==> src/rtl/jk_fsm_bank.sv <==
// jk_fsm_bank: CHANNELS independent OFF/HOLD/ON Moore machines with a minimum
// on-time, selectable j/k conflict priority, registered edge pulses and an active count.
module jk_fsm_bank #(
    parameter int CHANNELS = 4,
    parameter int DWELL    = 3,
    parameter int MODE     = 0
) (
    input  logic                          clk,
    input  logic                          reset,
    input  logic [CHANNELS-1:0]           j,
    input  logic [CHANNELS-1:0]           k,
    output logic [CHANNELS-1:0]           out,
    output logic [CHANNELS-1:0]           rise,
    output logic [CHANNELS-1:0]           fall,
    output logic [$clog2(CHANNELS+1)-1:0] active_cnt,
    output logic                          all_off
);

    localparam int CW       = (DWELL > 0) ? $clog2(DWELL + 1) : 1;
    localparam int NW       = $clog2(CHANNELS + 1);
    localparam int DWELL_M1 = (DWELL > 0) ? DWELL - 1 : 0;

    localparam logic [CW-1:0] CNT_ZERO = {CW{1'b0}};
    localparam logic [CW-1:0] CNT_ONE  = CW'(1'b1);
    localparam logic [CW-1:0] CNT_LOAD = DWELL_M1[CW-1:0];
    localparam logic          SET_PRIO = (MODE == 1) ? 1'b1 : 1'b0;

    typedef enum logic [1:0] {
        ST_OFF  = 2'd0,
        ST_HOLD = 2'd1,
        ST_ON   = 2'd2
    } state_t;

    state_t            state_r [CHANNELS];
    state_t            state_s [CHANNELS];
    logic [CW-1:0]     cnt_r   [CHANNELS];
    logic [CW-1:0]     cnt_s   [CHANNELS];
    logic [CHANNELS-1:0] cur_on_s;
    logic [CHANNELS-1:0] next_on_s;
    logic [CHANNELS-1:0] rise_r;
    logic [CHANNELS-1:0] fall_r;
    logic [NW-1:0]       sum_s;

    // Per-channel state and dwell counter registers
    always_ff @(posedge clk) begin
        for (int i = 0; i < CHANNELS; i++) begin
            if (reset) begin
                state_r[i] <= ST_OFF;
                cnt_r[i]   <= CNT_ZERO;
            end else begin
                state_r[i] <= state_s[i];
                cnt_r[i]   <= cnt_s[i];
            end
        end
    end

    // Next-state decode: HOLD ignores j/k so out stays high for at least DWELL+1 cycles
    always_comb begin
        for (int i = 0; i < CHANNELS; i++) begin
            state_s[i] = state_r[i];
            cnt_s[i]   = cnt_r[i];
            case (state_r[i])
                ST_OFF: begin
                    if (j[i]) begin
                        if (DWELL > 0) begin
                            state_s[i] = ST_HOLD;
                            cnt_s[i]   = CNT_LOAD;
                        end else begin
                            state_s[i] = ST_ON;
                        end
                    end else begin
                        state_s[i] = ST_OFF;
                    end
                end
                ST_HOLD: begin
                    if (cnt_r[i] == CNT_ZERO) begin
                        state_s[i] = ST_ON;
                    end else begin
                        cnt_s[i] = cnt_r[i] - CNT_ONE;
                    end
                end
                ST_ON: begin
                    if (k[i] && !(j[i] && SET_PRIO)) begin
                        state_s[i] = ST_OFF;
                    end else begin
                        state_s[i] = ST_ON;
                    end
                end
                default: begin
                    state_s[i] = ST_OFF;
                    cnt_s[i]   = CNT_ZERO;
                end
            endcase
        end
    end

    // Output decode: current/next on flags and popcount of the current state
    always_comb begin
        cur_on_s  = {CHANNELS{1'b0}};
        next_on_s = {CHANNELS{1'b0}};
        sum_s     = {NW{1'b0}};
        for (int i = 0; i < CHANNELS; i++) begin
            cur_on_s[i]  = (state_r[i] != ST_OFF);
            next_on_s[i] = (state_s[i] != ST_OFF);
            sum_s        = sum_s + NW'(cur_on_s[i]);
        end
    end

    // Edge pulses registered from the next-state decode so they line up with out
    always_ff @(posedge clk) begin
        if (reset) begin
            rise_r <= {CHANNELS{1'b0}};
            fall_r <= {CHANNELS{1'b0}};
        end else begin
            rise_r <= next_on_s & ~cur_on_s;
            fall_r <= ~next_on_s & cur_on_s;
        end
    end

    assign out        = cur_on_s;
    assign rise       = rise_r;
    assign fall       = fall_r;
    assign active_cnt = sum_s;
    assign all_off    = (sum_s == {NW{1'b0}});

endmodule

==> config.mk <==
export PLATFORM = sky130hd
export DESIGN_NAME = jk_fsm_bank
export DESIGN_NICKNAME = d
export VERILOG_FILES = /design/src/rtl/jk_fsm_bank.sv
export SDC_FILE = /design/constraint.sdc
export NUM_CORES = 1
export LEC_CHECK = 0
export ABC_AREA = 1
export CORE_MARGIN = 10
export CORE_UTILIZATION = 30
export DETAILED_ROUTE_END_ITERATION = 8
export PLACE_DENSITY = 0.54
export SYNTH_ARGS = -nofsm -noshare
export SYNTH_HDL_FRONTEND = slang
export SYNTH_SLANG_ARGS = --single-unit
==> constraint.sdc <==
create_clock -name clk -period 3.5 [get_ports clk]
set_input_delay 0.35 -clock clk [delete_from_list [all_inputs] [get_ports clk]]
set_output_delay 0.35 -clock clk [all_outputs]
set_load 0.005 [all_outputs]
# After elaboration in Yosys (flattened, before gate mapping)
# Memory sizes are Yosys's and may differ from the RTL's.
# Index checks and enable logic that the tools add are counted.
# op_classes
add_sub_neg	7
mul	0
n_div	0
magnitude_cmp	0
n_eq_ne	8
n_shift	0
n_mux	39
bitwise	12
reduce_logical	17
# op_table
operator	count
2-bit 2-to-1 mux	24
2-bit case mux with 3 select lines	8
2-bit logical NOT	8
2-bit nonzero test	8
4-bit AND	2
2-bit by 1-bit == test with 1-bit output (second input constant)	4
2-bit == test (second input constant)	4
4-bit NOT	2
1-bit bitwise OR	8
2-bit by 1-bit subtractor with 2-bit output (second input constant)	4
1-bit 2-to-1 mux	7
2-bit by 1-bit adder with 3-bit output	1
3-bit by 1-bit adder with 3-bit output	1
3-bit logical NOT	1
1-bit by 1-bit adder with 2-bit output	1
# word_totals
reg_bits	8
latch_bits	0
mem_bits_rw	16
romBits	0
inputBits	10
output_inout_bits	16
elab_cells	87
n_memories	2
# mem_list
name	words	word_bits	rd	rd_ports_with_merged_regs	write_ports	line	source
cnt_r	4	2	4	0	4	36	logic [CW-1:0] cnt_r [CHANNELS];
state_r	4	2	4	0	4	34	state_t state_r [CHANNELS];

# Logic depth before layout (Yosys ltp)
# An unclocked memory read counts as a cell.
# depth
ltp_word	7
mapped_depth	8
mapped_depth_nobuf	8

# Worst setup path after synthesis
# OpenSTA, ideal clock, no wires.
# synth_timing
path_kind	flip-flop to output port
start	memory state_r[0][0] (netlist name)
end	output all_off
t_arrival_ns	1.637
required_time_ns	3.150
path_slack_ns	1.513
stages_incl_launch_ff	8
path_buffers	0
path_cell_list	dfxtp_1 > nor2_4 > xnor2_1 > inv_1 > ha_1 > ha_1 > ha_1 > nor3_1
# synth_rtl
element	line	source
from (decl)	34	
to (decl)	16	output logic all_off

==> metrics.yaml <==
outcome: "finished clean"
grt_first_pass_wirelength_um: 3930
p_leak_nw: 0.690
groute.usage.overall_pct: 7.61
dp_hpwl_um: 1940
startpoint_type: "flop"
cp_num_buf_inv: 2
p_seq_share_pct: 39.9
synth_top_area_cell: "dfxtp_1"
synth.distinct_cells: 24
avgSynthCellArea_um2: 7.49
cts_tree: "built"
cpPeakStageDelay_ns: 0.53
relSlewSlack_pct: 63.0
synthMostInstantiatedCell: "nand2_1"
cp.arrival_ns: 2.47
async_flop_share_pct: 0
fin_setup_tns_ns: 0
period_share_pct: 80.6
fin_total_pwr_w: 0.000805
final_nets: 194
drt_iter0_drc: 36
synth_seq_cells: 24
synth_edf_count: 0
grt_max_degree: 15
combPwrFrac_pct: 29.9
worst-path-stages: 8
postCtsSetupBuffers: 0
area_delta_synth_final_pct: 32.5
worst-path-max-fanout: 4
htreeDepth: 1
clkTransAtPathRegs_ns: 0.08
grt.overflow.total: 0
synthCells: 149
hold_buffers: 0
synth_nets: 166
fin_worst_skew_ns: 0.00443
clk_path_buf_depth: 2
cts_root_buffer: "clkbuf_8"
synth_ff_type: "dfxtp_1"
path_cells: "nor2_4, xnor2_1, inv_1, ha_1, ha_1, ha_1, nor3_1, clkdlybuf4s50_1"
coreArea_um2: 3630
setup_violations: 0
ios: 26
irDropWorstVdd_v: 0.000146
die_w_um: 81.0
gp_congestion: 0.822
slowest_stage: "clkdlybuf4s50_1"
vias_per_cell: 4.46
slew_violations: 0
timing.fmax_ghz: 0.355
tightest_slew_ns: 0.554
start_util_pct: 30.7
switchingPower_w: 0.000223
cp.required_ns: 3.15
grt_pass1_vias: 932
yosys_warnings: 0
clkPwrFrac_pct: 30.2
vias: 998
hp-class: "reg2reg"
synth_top_area_share_pct: 43.0
holdPathStages: 2
wl_per_cell_um: 10.9
clk_latency_ns: 0.27
crit_type: "reg2out"
drt_first_pass_iters: 4
ant_nets: 0
seq_area_frac_synth_pct: 43.0
rows: 22
die_h_um: 81.0
swShare_pct: 27.7
dieArea_um2: 6560
cts_sinks: 24
final.min_clock_period_ns: 2.82
routed_wl_um: 2440
cts_buffers: 3
cts-resized-gates: 0
antenna_cells: 0
port_buffers: 25
reg2regPathDepth: 8
end_kind: "output port"
rsz0062_at_grt: "false"
drt_drc_violations_left: 0
timing.critical_path.mode_cell: "ha_1"
intPower_w: 0.000582
synthTopCellsByCount: "nand2_1 (30), nor2_1 (27), dfxtp_1 (24)"
drv_cap: 0
finalHoldViolCount: 0
drive_above_1_share_pct: 6.25
antenna_found_initial: 0
netlist_area_um2: 1120
yosys-top-cells-area: "dfxtp_1 (43%), nand2_1 (10%), nor2_1 (9.1%)"
critPathTopFamily: "adder cells"
power_density_nw_per_um2: 544
-- cells in the final DEF (no fill, tap or decap) --
cell type         n
o21ai_0           5
bufinv_16         1
xnor2_1           1
nand2_4           1
nand3b_1          3
o21bai_1          1
nor2_2            1
inv_1            19
nor3_1            3
dfxtp_1          24
nor2_1           27
clkbuf_8          3
or2_0             1
inv_2             2
nor2_4            2
or2_1             1
nand3_1           6
and3_1            1
nand2_1          30
o21a_1            1
ha_1              7
nand2_2           1
a21oi_1           9
clkdlybuf4s50_1  25
o211a_1           1
-- registers in the layout, summed over array words and instances (netlist names) --
name and cells:
fall 4, state_r 8, rise 4, cnt_r 8
-- metal layers --
| layer | wire length (µm) | global-route usage (%) |
|---|---|---|
| met1 | 1090 | 8.40 |
| met2 | 1160 | 13.0 |
| met3 | 190 | 2.10 |
| met4 | 0 | 4.15 |
| met5 | 0 | 0 |
-- cell families (layout without fill, tap and decap cells) --
logic type / Yosys count / count (layout) / share of synthesized area, %
adders and majority gates: 7 / 7 / 7.85
xor gates and xnor gates: 1 / 1 / 0.785
and+or+nand+nor: 77 / 77 / 31.1
buffers and inverters: 23 / 50 / 8.74
DFF: 24 / 24 / 43.0
AOI/OAI and AO/OA: 17 / 17 / 8.52
-- worst register-to-register path, stage by stage (launching register included) --
cell	delay (ns)
dfxtp_1	0.34
inv_1	0.06
ha_1	0.20
nand2_1	0.08
nand2_1	0.09
nand2_1	0.09
nand2_1	0.05
nand2_1	0.05
nor2_1	0.04
-- cell type report --
cell class	instances	area, µm²
Clock buffer	3	41.3
Inverter	21	78.8
Sequential cell	24	480
Timing Repair Buffer	25	250
Multi-Input combinational cell	102	538
Tap cell	48	60.1
Clock inverter	1	30.0
Fill cell	374	2150
-- through the flow --
step           util, %  cell area [µm²]  worst slack, ns  std cells  hold WS (ns)
2_1_floorplan        -             1120             1.51        149         0.419
3_3_place_gp      38.7             1410             1.02        220         0.469
3_5_place_dp      38.7             1410            0.973        220         0.471
4_1_cts           40.7             1480            0.666        224         0.492
5_1_grt           40.7             1480            0.587        224         0.508
6_report          40.7             1480            0.680        224         0.488
-- path summary, 6_finish.rpt --
check / start / to / slack (ns)
worst max register to register: cnt_r[3][0] / cnt_r[3][1] / 2.40
worst min register to register: cnt_r[0][1] / cnt_r[0][1] / 0.49
worst min-delay path: cnt_r[0][1] / cnt_r[0][1] / 0.49
worst max-delay path: state_r[0][0] / all_off / 0.68
-- power groups by stage --
stage / combinational [W] / clock (W) / sequential, W
after floorplan: 0.000139 / 0 / 0.000325
after global placement: 0.000240 / 0 / 0.000327
after detailed placement: 0.000243 / 0 / 0.000328
after CTS: 0.000245 / 0.000253 / 0.000321
after global routing: 0.000272 / 0.000261 / 0.000325
final: 0.000241 / 0.000243 / 0.000321
(Power assumes the default switching activity.)
